`config.mk`:
```
export PLATFORM = sky130hd
export DESIGN_NAME = t_inst_seq
export DESIGN_NICKNAME = d
export VERILOG_FILES = /design/src/rtl/t_inst_seq.sv
export SDC_FILE = /design/constraint.sdc
export NUM_CORES = 1
export LEC_CHECK = 0
export ABC_CLOCK_PERIOD_IN_PS = 2009
export BUFFER_PORTS_ARGS = -buffer_cell sky130_fd_sc_hd__buf_2
export CAP_MARGIN = 20
export CELL_PAD_IN_SITES_DETAIL_PLACEMENT = 1
export CELL_PAD_IN_SITES_GLOBAL_PLACEMENT = 2
export CORE_UTILIZATION = 21
export DETAILED_ROUTE_END_ITERATION = 6
export PLACE_DENSITY = 0.77
export SLEW_MARGIN = 20
export SYNTH_ARGS = -nofsm -noshare
export SYNTH_HDL_FRONTEND = slang
export SYNTH_SLANG_ARGS = --single-unit
```
`constraint.sdc`:
```
create_clock -name clk -period 2.01 [get_ports clk]
set_input_delay 0.402 -clock clk [delete_from_list [all_inputs] [get_ports clk]]
set_output_delay 0.402 -clock clk [all_outputs]
set_load 0.05 [all_outputs]
```
`src/rtl/t_inst_seq.sv`:
```
// t_inst_seq: LFSR stimulus sequencer and self-checker for the inverter datapath
module t_inst_seq #(
  parameter int NUM_CYCLES = 16,
  parameter logic [7:0] SEED = 8'hA5
) (
  input  logic         clk,
  input  logic         reset_l,
  input  logic         start,
  output logic         drv_seq,
  output logic         drv_com,
  output logic [1:0]   drv2_com,
  output logic [127:0] drv_wide,
  input  logic         mon_seq_d1r,
  input  logic         mon_com,
  input  logic [1:0]   mon2_com,
  output logic         busy,
  output logic         done,
  output logic         fail,
  output logic [7:0]   err_count,
  output logic [7:0]   cyc_count
);
  typedef enum logic [2:0] {IDLE, RUN, DRAIN, DONE, FAIL} state_t;
  localparam logic [7:0] seed_v = (SEED == 8'h00) ? 8'h01 : SEED;
  localparam logic [7:0] last_cyc = 8'(NUM_CYCLES - 1);
  state_t state, state_nx;
  logic [7:0] lfsr, drv_src, err_nx;
  logic exp_seq, exp_valid, go, mis;
  function automatic logic [7:0] lfsr_step(input logic [7:0] l);
    return {l[6:0], l[7] ^ l[5] ^ l[4] ^ l[3]};
  endfunction
  always_ff @(posedge clk or negedge reset_l)
    if (!reset_l) state <= IDLE;
    else state <= state_nx;
  always_comb begin
    busy = (state == RUN) || (state == DRAIN);
    done = state == DONE;
    fail = state == FAIL;
    go = start && !busy;
    drv_src = go ? seed_v : lfsr;
    mis = busy && ((mon_com != ~drv_com) || (mon2_com != ~drv2_com) ||
                   (exp_valid && (mon_seq_d1r != exp_seq)));
    err_nx = (mis && err_count != 8'hFF) ? err_count + 8'd1 : err_count;
    state_nx = go ? RUN :
               (state == RUN && cyc_count == last_cyc) ? DRAIN :
               (state == DRAIN) ? ((err_nx == 8'd0) ? DONE : FAIL) : state;
  end
  always_ff @(posedge clk or negedge reset_l)
    if (!reset_l) begin
      lfsr <= seed_v;
      {drv_wide, drv2_com, drv_com, drv_seq} <= '0;
      exp_seq <= 1'b0;
      exp_valid <= 1'b0;
      err_count <= '0;
      cyc_count <= '0;
    end else begin
      if (go || state == RUN) begin
        {drv_wide, drv2_com, drv_com, drv_seq} <= {{16{drv_src}}, drv_src[3:0]};
        lfsr <= lfsr_step(drv_src);
      end
      if (go) begin
        cyc_count <= '0;
        err_count <= '0;
        exp_valid <= 1'b0;
      end else if (state == RUN) begin
        exp_seq <= ~drv_seq;
        exp_valid <= 1'b1;
        cyc_count <= cyc_count + 8'd1;
      end
      if (busy) err_count <= err_nx;
    end
endmodule

```
Word level (Yosys, flattened, before mapping)
Index checks and enable logic that the tools add are counted.
{"block": "totals", "regBits": 161, "in_bits": 7, "output_inout_bits": 151}
{"block": "classes", "addsub": 2, "n_mux": 12, "reduce_logical": 15, "eq_ne": 9, "bitwise": 7}
{"op": "8-bit two-way mux", "count": 6}
{"op": "8-bit by 1-bit adder with 8-bit output, second input constant", "count": 2}
{"op": "3-bit two-way mux", "count": 4}
{"op": "8-bit by 4-bit == test with 1-bit output, second input constant", "count": 1}
{"op": "8-bit logical NOT", "count": 1}
{"op": "8-bit inequality test, second input constant", "count": 1}
{"op": "3-bit by 2-bit == test with 1-bit output, second input constant", "count": 2}
{"op": "1-bit logical AND", "count": 5}
{"op": "1-bit logical OR", "count": 4}
{"op": "2-bit nonzero test", "count": 2}
{"op": "3-bit by 1-bit == test with 1-bit output, second input constant", "count": 1}
{"op": "3-bit == test, second input constant", "count": 1}
{"op": "1-bit NOT", "count": 3}
{"op": "3-bit nonzero test", "count": 1}
{"op": "1-bit bitwise XOR", "count": 3}
{"op": "1-bit two-way mux", "count": 2}
{"op": "1-bit inequality test", "count": 2}
{"op": "2-bit inequality test", "count": 1}
{"op": "2-bit NOT", "count": 1}
{"op": "2-bit AND reduction", "count": 1}
{"op": "1-bit logical NOT", "count": 1}

Depth between registers and ports, before layout
Gate-level depths: netlist of the first run.
{"block": "depth", "word_depth": 12, "depth_mapped": 8}

Least setup slack after synthesis of the first run
Ideal clock, no wire load.
{"block": "synth_path", "kind": "register to register", "from": "reg err_count[1]", "to": "reg state[2]", "stages_incl_launch_ff": 8, "t_arrival_ns": 2.267, "synth_period_minus_slack_ns": 2.393, "path_slack_ns": -0.383, "required_ns": 1.884, "setup_time_ns": 0.126, "path_cell_list": "dfrtp_1 ha_1 and3_1 clkbuf_1 nand4_1 a2111oi_2 o22ai_1 a221o_1"}
{"block": "synth_via", "elab_chain_len": 8, "word_cells_on_any_way": 9, "cone_classes": "1 x add/sub; 1 x eq/ne; 5 x mux; 2 x reduce/logical"}
{"item": "from (decl)", "line": "19", "text": "output logic [7:0] err_count,"}
{"item": "from (signal assigned)", "line": "69", "text": "if (busy) err_count <= err_nx;"}
{"item": "parallel branches: the longest is 2 deep, another holds 8-bit by 1-bit adder with 8-bit output"}
{"item": "8-bit two-way mux *", "line": "42", "text": "err_nx = (mis && err_count != 8'hFF) ? err_count + 8'd1 : err_count;"}
{"item": "8-bit logical NOT *", "line": "45", "text": "(state == DRAIN) ? ((err_nx == 8'd0) ? DONE : FAIL) : state;"}
{"item": "3-bit two-way mux * (2 in a row)", "line": "45"}
{"item": "3-bit two-way mux *", "line": "44", "text": "(state == RUN && cyc_count == last_cyc) ? DRAIN :"}
{"item": "3-bit two-way mux *", "line": "43", "text": "state_nx = go ? RUN :"}
{"item": "to (signal assigned)", "line": "33", "text": "else state <= state_nx;"}
{"item": "to (decl)", "line": "25", "text": "state_t state, state_nx;"}
Every way passes the cells marked *. The select of a mux whose other input is x is not followed.
A chain may end at the register's enable or synchronous reset.

Worst setup path after layout of the first run
{"block": "layout_path", "from": "reg exp_seq", "to": "reg state[2]"}
{"block": "layout_via", "elab_chain_len": 11}
{"item": "from (decl)", "line": "27", "text": "logic exp_seq, exp_valid, go, mis;"}
{"item": "from (signal assigned)", "line": "65", "text": "exp_seq <= ~drv_seq;"}
{"item": "1-bit inequality test", "line": "41", "text": "(exp_valid && (mon_seq_d1r != exp_seq)));"}
{"item": "1-bit logical AND", "line": "41"}
{"item": "1-bit logical OR", "line": "40", "text": "mis = busy && ((mon_com != ~drv_com) || (mon2_com != ~drv2_com) ||"}
{"item": "1-bit logical AND", "line": "40"}
{"item": "1-bit logical AND", "line": "42"}
{"item": "8-bit two-way mux", "line": "42"}
{"item": "8-bit logical NOT", "line": "45"}
{"item": "3-bit two-way mux (2 in a row)", "line": "45"}
{"item": "3-bit two-way mux", "line": "44"}
{"item": "3-bit two-way mux", "line": "43"}
Every way passes these cells. The select of a mux whose other input is x is not followed.

==> results of run 1 <==
[sequential cells by signal, indices dropped and copies added, names as in the netlist]
name	flops
err_count	8
state	3
exp_seq	1
cyc_count	8
drv2_com	1
drv_wide	7
exp_valid	1
lfsr	4
[layout by cell type (no fill, tap or decap), types with 2 or more instances in the layout]
| cell | netlist | final |
|---|---|---|
| a2111oi_4 | 1 | 2 |
| a211oi_1 | 3 | 2 |
| a21oi_1 | 5 | 5 |
| a22o_1 | 4 | 4 |
| a31oi_1 | 4 | 4 |
| and3_1 | 4 | 3 |
| buf_2 | 2 | 156 |
| buf_4 | 127 | 18 |
| clkbuf_16 | 0 | 5 |
| clkinv_2 | 0 | 2 |
| dfrtp_1 | 29 | 22 |
| dfrtp_2 | 0 | 7 |
| dfstp_2 | 4 | 4 |
| inv_1 | 6 | 5 |
| mux2i_1 | 3 | 3 |
| nand2_1 | 27 | 26 |
| nand3_1 | 10 | 10 |
| nand4_1 | 5 | 5 |
| nor2_1 | 12 | 12 |
| nor3_1 | 3 | 3 |
| nor4_1 | 2 | 2 |
| o211ai_1 | 4 | 4 |
| o21ai_0 | 13 | 13 |
| o31ai_1 | 6 | 6 |
| or4_1 | 2 | 2 |
| xnor2_1 | 7 | 7 |
[cell families (layout without fill, tap and decap cells)]
family / after synthesis / after routing
flip-flops: 33 / 33
AND/OR/NAND/NOR: 69 / 69
AO/OA/AOI/OAI: 49 / 49
multiplexers: 3 / 3
buffers and inverters: 142 / 189
adder cells (fa/ha/maj): 2 / 2
XOR/XNOR: 9 / 9
[layout make-up]
cell class	count	area, um2	area share, %
Clock buffer	6	129	4.27
Clock inverter	2	10.0	0.332
Timing Repair Buffer	175	923	30.6
Inverter	6	22.5	0.747
Sequential cell	33	840	27.8
Tap cell	168	210	6.97
Multi-Input combinational cell	132	882	29.2
[how the worst min path moves through the flow]
stage	from	to	slack [ns]
6_report	reset_l	cyc_count[3]	0.20
4_1_cts	reset_l	err_count[4]	0.24
3_3_place_gp	lfsr[0]	drv_wide[120]	0.47
2_1_floorplan	reset_l	cyc_count[0]	0.11
3_5_place_dp	cyc_count[7]	cyc_count[7]	0.49
5_1_grt	reset_l	cyc_count[4]	0.27
[worst reg2reg max path: stages, from the launching register on]
cell      delay [ns]
dfrtp_1         0.41
xor2_2          0.21
a2111o_1        0.48
a311oi_2        0.29
o22ai_2         0.14
a221o_1         0.31
[routing by layer]
layer	up-vias	share of wire (%)
li1	1006	-
met1	997	43
met2	82	51
met3	4	5.3
met4	0	0.44
met5	-	0
[cell usage after synthesis]
cell type / instances / area [um2]
nor2b_1: 1 / 6.26
o21ai_0: 13 / 65.1
a21oi_1: 5 / 25.0
inv_1: 6 / 22.5
dfstp_2: 4 / 105
a31oi_1: 4 / 25.0
o22ai_1: 2 / 12.5
or3_1: 1 / 6.26
a22o_1: 4 / 35.0
o32a_1: 1 / 10.0
and3_1: 4 / 25.0
nor4_1: 2 / 12.5
a2111oi_4: 1 / 27.5
or4_1: 2 / 15.0
nand2_1: 27 / 101
o31ai_1: 6 / 45.0
nor3b_1: 1 / 7.51
nand3_1: 10 / 50.1
nor3_1: 3 / 15.0
mux2i_1: 3 / 30.0
dfrtp_1: 29 / 726
a211oi_1: 3 / 22.5
a311oi_1: 1 / 8.76
ha_1: 2 / 25.0
xor2_1: 1 / 8.76
buf_4: 127 / 953
o211ai_1: 4 / 30.0
xnor2_1: 7 / 61.3
a311o_1: 1 / 10.0
xor2_2: 1 / 16.3
a311oi_2: 1 / 15.0
nand4b_1: 1 / 8.76
clkbuf_1: 7 / 26.3
a221o_1: 1 / 10.0
a2111o_1: 1 / 11.3
nand4_1: 5 / 31.3
nor2_1: 12 / 45.0
buf_2: 2 / 10.0
a2111oi_2: 1 / 15.0
[through the flow]
stage	setup slack [ns]	instances	TNS [ns]	instance area [um2]	hold slack, ns
floorplan	-0.0762	307	-0.0762	2710	0.106
global placement	0.0125	511	0	2830	0.475
detailed placement	-0.0508	511	-0.0508	2830	0.485
CTS	0.0218	519	0	2970	0.236
global route	-0.00553	522	-0.00553	3020	0.273
finish	0.0656	522	0	3020	0.201
[repair_timing]
action / 4_1_cts / 5_1_grt
buffers inserted: 0 / 3
resized for setup: 2 / 4
pin swaps: 0 / 3
hold endpoints to repair: 0 / 0
endpoints found under the setup margin: 1 / 3
==> results.yml, run 1 <==
worst_setup_path:
  cp.required_ns: 2.17
  path_delay_family: "compound AO/OA/AOI/OAI gates"
  rrSetupSlack_ns: 0.07
  end_kind: "flop"
  slowest_delay_ns: 0.48
  crit_buf_inv: 0
  crit_slowest_cell: "a2111o_1"
  start_kind: "flop"
  cp-startpoint: "exp_seq"
  setup.worst_path.class: "reg2reg"
  r2r_start: "exp_seq"
  cp_max_fo: 4
  cp_cell_sequence: "xor2_2 -> a2111o_1 -> a311oi_2 -> o22ai_2 -> a221o_1"
  cp.arrival_ns: 2.10
  endpoint: "state[2]"
  worst_r2r_path_depth: 5
  rr_endpoint: "state[2]"
  cp.depth: 5
drt:
  drt-pass1-iter-count: 4
  wl_um: 6810
  detail-route-antenna-nets: 0
  via_per_inst: 4.00
  route.detailed.drc: 0
  route.vias.total: 2089
  wl_per_cell_um: 13.0
  drtIter0Drc: 29
clock_tree:
  clkLatencyLatePin_ns: 0.28
  cts_max_path_buffers: 2
  cts_tree: "built"
  clock_sinks: 33
  clkTransAtPathRegs_ns: 0.06
  root_buffer: "clkbuf_16"
  hold_buffers: 0
  cts_buffers: 5
  htree_levels: 2
timing:
  worst_pin_slew_ns: 0.774
  hold_viol: 0
  setup_violations: 0
  timing_max_transition_violations_final: 0
  period_needed_ns: 1.94
  fin_skew_ns: 0.00557
  rsz0062_at_grt: "yes"
  fmax_mhz: 514
  slew_headroom_pct: 48.4
  period_share_pct: 96.7
global_route:
  grtUsageMet1_pct: 11.8
  grt_pass1_wl_um: 9960
  first_global_vias: 1868
  grt_overflow: 0
  grt_usage_pct: 9.41
  grt_max_degree: 34
  grt_antenna_before_repair: 0
  top_usage_layer: "met2"
  grtUsageMet2_pct: 17.1
  grt_util_met3_pct: 1.90
floorplanning:
  chipHeight_um: 115
  die_x_um: 115
  rows: 40
  ios: 158
  start_util_pct: 21.9
  core_mm2: 0.0122
  dieArea_mm2: 0.0132
final_layout:
  nets: 362
  num_antenna_cells: 0
  final_util_pct: 24.7
  final_layout_size_suffix_gt1_share_pct: 57.6
  area_growth_syn_to_layout_pct: 12.7
  fill_cells: 1505
placed_design:
  port_buffers: 157
  gp_congestion: 0.779
  dp_hpwl_um: 5150
yosys:
  synth_top_family_by_area: "buffers and inverters"
  synth-xor-area-share_pct: 3.23
  synth-seq-area-share_pct: 31.0
  syn_nets: 316
  synth_area_mm2: 0.00268
  synth_cells: 307
  ys_ff_latch: 33
  synth_compound_area_share_pct: 13.7
  synth_cell_types: 39
  yosys.area_share.simple_pct: 12.1
  yosys_warnings: 0
  synthAdderAreaFrac_pct: 0.935
  syn_area_per_cell_um2: 8.72
  synth.area.mux_share_pct: 1.12
min_path:
  min_path_type: "in2async"
flow_run:
  maxCapViolations: 0
outcome:
  status: "completed"
Power of run 1 is left out: the tool's default activity adds up to more than one toggle a clock period on the data nets, which glitch-free logic cannot reach.
==> run 2: changes to the inputs <==
--- a/config.mk
+++ b/config.mk
@@ -8,11 +8,9 @@
 export ABC_CLOCK_PERIOD_IN_PS = 2009
 export BUFFER_PORTS_ARGS = -buffer_cell sky130_fd_sc_hd__buf_2
 export CAP_MARGIN = 20
-export CELL_PAD_IN_SITES_DETAIL_PLACEMENT = 1
-export CELL_PAD_IN_SITES_GLOBAL_PLACEMENT = 2
-export CORE_UTILIZATION = 21
+export CORE_UTILIZATION = 40
 export DETAILED_ROUTE_END_ITERATION = 6
-export PLACE_DENSITY = 0.77
+export PLACE_DENSITY = 0.78
 export SLEW_MARGIN = 20
 export SYNTH_ARGS = -nofsm -noshare
 export SYNTH_HDL_FRONTEND = slang
==> run 2 against run 1 <==
Net effect:
- flip-flop and latch count is the same
- highest routed layer unchanged
- fmax is 0.85% lower
- critical endpoint unchanged
- critical path depth stayed put
- die area down 47%
- worst setup slack lost 0.017 ns
- non-clock buffer count is 6 lower
==> results.yml, run 2 (synthesis gave the netlist of run 1 again) <==
outcome:
  status: "completed"
final_layout:
  mostFrequentLayoutCells: "buf_2, nand2_1, dfrtp_1"
  final_common_cell: "buf_2"
  final_cells: 425
  area_growth_syn_to_layout_pct: 4.49
  nets: 356
  final_layout_size_suffix_gt1_share_pct: 57.5
  fill_cells: 631
  num_antenna_cells: 0
timing:
  fmax_mhz: 510
  period_needed_ns: 1.96
  fin_skew_ns: 0.00734
  period_share_pct: 97.6
  slew_headroom_pct: 52.2
  hold_viol: 0
  setup_tns_ns: 0
  setup_ws_ns: 0.0489
  setup_violations: 0
  worst_pin_slew_ns: 0.717
  timing_max_transition_violations_final: 0
flow_run:
  maxCapViolations: 0
worst_setup_path:
  setup.worst_path.class: "reg2reg"
  cp_cell_sequence: "xor2_2 -> a2111o_1 -> a311oi_2 -> o22ai_2 -> a221o_1"
  worst_r2r_path_depth: 5
  cp.required_ns: 2.18
  start_kind: "flop"
  cp.arrival_ns: 2.13
  path_delay_family: "compound AO/OA/AOI/OAI gates"
  crit_buf_inv: 0
  slowest_delay_ns: 0.47
  cp.depth: 5
  end_kind: "flop"
  crit_slowest_cell: "a2111o_1"
  cp_max_fo: 4
drt:
  wl_met3_um: 317
  detail-route-antenna-nets: 0
  drt-pass1-iter-count: 4
  drtIter0Drc: 78
  wl_um: 5280
  wl_met2_um: 2670
  wl_per_cell_um: 12.4
  route.vias.total: 2024
  via_per_inst: 4.76
  highest_layer: "met4"
  route.detailed.drc: 0
  met1Wirelength_um: 2260
global_route:
  first_global_vias: 1692
  grt_usage_pct: 14.0
  grt_overflow: 0
  grt_antenna_before_repair: 0
  grt_pass1_wl_um: 8130
  grt_max_degree: 34
clock_tree:
  clkLatencyLatePin_ns: 0.28
  cts_buffers: 5
  clkTransAtPathRegs_ns: 0.07
  clock_sinks: 33
  htree_levels: 2
  cts_tree: "built"
  root_buffer: "clkbuf_8"
  post_cts_buffers: 0
  cts_max_path_buffers: 2
  hold_buffers: 0
placed_design:
  placed_cells_incl_taps: 417
  port_buffers: 157
  dp_hpwl_um: 3960
  pre_cts_ws_ns: -0.0199
  gp_congestion: 0.860
floorplanning:
  rows: 29
  ios: 158
  core_mm2: 0.00639
  chipHeight_um: 83.8
  start_util_pct: 41.9
  die_x_um: 83.8
  dieArea_mm2: 0.00702
min_path:
  min_path_type: "in2async"
-- run 2: cell count changes in the layout (fill, tap and decap cells not counted) --
cell       delta
a2111oi_2     +1
and3_1        -1
buf_4         -5
clkbuf_16     -5
a2111oi_4     -1
nor4_1        -1
and3_2        +1
nor4_2        +1
clkbuf_8      +5
clkbuf_4      -1
-- run 2: per-stage QoR --
stage / util, % / hold slack, ns / cell area, um2
floorplan: - / 0.106 / 2710
global route: 43.8 / 0.238 / 2800
finish: 43.8 / 0.172 / 2800
global placement: 42.1 / 0.474 / 2690
CTS: 43.5 / 0.198 / 2780
detailed placement: 42.1 / 0.480 / 2690
-- run 2: final timing paths --
path / start / endpoint / slack (ns)
max in group asynchronous: reset_l / err_count[1] / 1.33
worst min-delay path: reset_l / err_count[4] / 0.17
worst max-delay path: exp_seq / state[2] / 0.05
min in group clk: start / state[2] / 0.49
worst max register to register: exp_seq / state[2] / 0.05
worst min register to register: lfsr[0] / drv_wide[120] / 0.49
-- run 2: layout make-up --
cell class	instances	area (um2)	area share, %
timing repair buffer	169	878	31.4
multi-input combinational	132	877	31.4
sequential	33	840	30.0
tap	77	96.3	3.45
clock buffer	6	72.6	2.60
inverter	6	22.5	0.805
clock inverter	2	10.0	0.358
-- run 2: repair_timing --
| action | CTS | global route |
|---|---|---|
| endpoints found under the setup margin | 1 | 4 |
| pin swaps | 0 | 2 |
| resized for setup | 2 | 5 |
-- run 2: per-layer routing --
metal,global-route usage [%],vias to the layer above
met1,18.6,930
li1,-,996
met3,2.37,5
met2,23.4,93
met4,3.70,0
met5,0,-
Power of run 2 is left out for the same reason.
==> run 3: changes to the inputs <==
--- a/config.mk
+++ b/config.mk
@@ -8,9 +8,11 @@
 export ABC_CLOCK_PERIOD_IN_PS = 2009
 export BUFFER_PORTS_ARGS = -buffer_cell sky130_fd_sc_hd__buf_2
 export CAP_MARGIN = 20
-export CORE_UTILIZATION = 40
+export CORE_UTILIZATION = 39
+export CTS_BUF_LIST = sky130_fd_sc_hd__clkbuf_4 sky130_fd_sc_hd__clkbuf_8 sky130_fd_sc_hd__clkbuf_16
 export DETAILED_ROUTE_END_ITERATION = 6
-export PLACE_DENSITY = 0.78
+export HOLD_SLACK_MARGIN = 0.12
+export PLACE_DENSITY = 0.77
 export SLEW_MARGIN = 20
 export SYNTH_ARGS = -nofsm -noshare
 export SYNTH_HDL_FRONTEND = slang
==> run 3 against run 2 <==
Net effect:
- the flow now finishes with violations (design-rule violations)
- worst hold slack worse by 0.0010 ns
- count of clock-buffer cells in the layout is 1 higher
- die area is 2.5% higher
- clock skew is 0.0052 ns lower
- critical endpoint is now busy
- wire length is 1.8% lower
- cell count is 0.24% lower
==> results.yml, run 3 (synthesis gave the netlist of run 1 again) <==
worst_setup_path:
  cp_max_fo: 8
  end_kind: "primary output"
  cp.arrival_ns: 1.51
  cp.required_ns: 1.61
  start_kind: "flop"
  slowest_delay_ns: 0.46
  crit_slowest_cell: "dfrtp_1"
  setup.worst_path.class: "reg2out"
  path_delay_family: "flip-flops"
  cp-startpoint: "state[1]"
  crit_buf_inv: 2
  r2r_start: "exp_seq"
  cp_cell_sequence: "xor2_2 -> nand2_2 -> inv_2 -> buf_4"
drt:
  drt-pass1-iter-count: 7
  route.vias.total: 2063
  wl_per_cell_um: 12.2
  via_per_inst: 4.87
  wl_um: 5190
  drtIter0Drc: 111
  highest_layer: "met4"
  met1Wirelength_um: 2210
  detail-route-antenna-nets: 0
  wl_met3_um: 284
  wl_met2_um: 2640
  route.detailed.drc: 15
outcome:
  violations: "design-rule violations"
  status: "complete, but fails checks"
clock_tree:
  cts_max_path_buffers: 2
  hold_buffers: 0
  post_cts_buffers: 0
  cts_tree: "built"
  clkTransAtPathRegs_ns: 0.07
  root_buffer: "clkbuf_8"
  htree_levels: 2
  clkLatencyLatePin_ns: 0.28
  clock_sinks: 33
  cts_buffers: 5
timing:
  worst_pin_slew_ns: 0.727
  period_needed_ns: 1.91
  period_share_pct: 95.1
  fmax_mhz: 523
  fin_skew_ns: 0.00213
  setup_violations: 0
  setup_tns_ns: 0
  slew_headroom_pct: 51.6
  hold_viol: 0
  rsz0062_at_grt: "yes"
  timing_max_transition_violations_final: 0
final_layout:
  num_antenna_cells: 0
  nets: 355
  mostFrequentLayoutCells: "buf_2, nand2_1, dfrtp_1"
  area_growth_syn_to_layout_pct: 5.24
  final_layout_size_suffix_gt1_share_pct: 57.1
  final_common_cell: "buf_2"
global_route:
  grt_antenna_before_repair: 0
  grt_pass1_wl_um: 7820
  grt_overflow: 0
  grt_max_degree: 34
  first_global_vias: 1589
  grt_usage_pct: 13.6
placed_design:
  dp_hpwl_um: 3980
  port_buffers: 157
  gp_congestion: 0.879
floorplanning:
  start_util_pct: 41.2
  chipHeight_um: 84.8
  ios: 158
  rows: 29
  dieArea_mm2: 0.00720
  core_mm2: 0.00649
  die_x_um: 84.8
min_path:
  min_path_type: "in2async"
flow_run:
  maxCapViolations: 0
==> run 3: cell types whose count changed in the layout (fill, tap and decap cells not counted), sizes merged <==
cell / before / now
buf: 169 / 168
bufinv: 0 / 1
clkbuf: 6 / 7
clkinv: 2 / 0
==> run 3: metrics by stage <==
step / area [um2] / utilization [%] / hold WS [ns] / setup WS (ns) / cells
floorplan: 2710 / - / 0.106 / -0.0762 / 307
global placement: 2680 / 41.3 / 0.476 / 0.0266 / 416
detailed placement: 2680 / 41.3 / 0.488 / -0.0145 / 416
CTS: 2810 / 43.2 / 0.198 / 0.0433 / 424
global route: 2820 / 43.4 / 0.241 / -0.0102 / 424
finish: 2820 / 43.4 / 0.171 / 0.0977 / 424
==> run 3: worst paths after layout <==
kind	end	slack (ns)	cells after the start
max	busy	0.1	4
min	err_count[1]	0.17	1
max reg2reg	state[2]	0.1	5
min reg2reg	drv_wide[120]	0.49	2
max in group asynchronous	err_count[3]	1.33	1
min in group clk	drv_wide[120]	0.49	2
==> run 3: cell type report <==
type                            count  area, um2
Tap cell                           77       96.3
Sequential cell                    33        840
Clock buffer                        7       90.1
Timing Repair Buffer              168        871
Clock inverter                      1       30.0
Inverter                            6       22.5
Fill cell                         628       3680
Multi-Input combinational cell    132        867
==> run 3: layer usage <==
layer,GRT usage [%],vias to the layer above
met4,5.08,0
met5,0,-
li1,-,997
met1,17.9,971
met3,2.43,4
met2,22.3,91
==> run 3: what timing repair did <==
| action | in CTS | in global routing |
|---|---|---|
| resized for setup | 2 | 3 |
| pin swaps | 0 | 1 |
| cloned | 0 | 0 |
| endpoints found under the setup margin | 1 | 2 |
Power of run 3 is left out for the same reason.
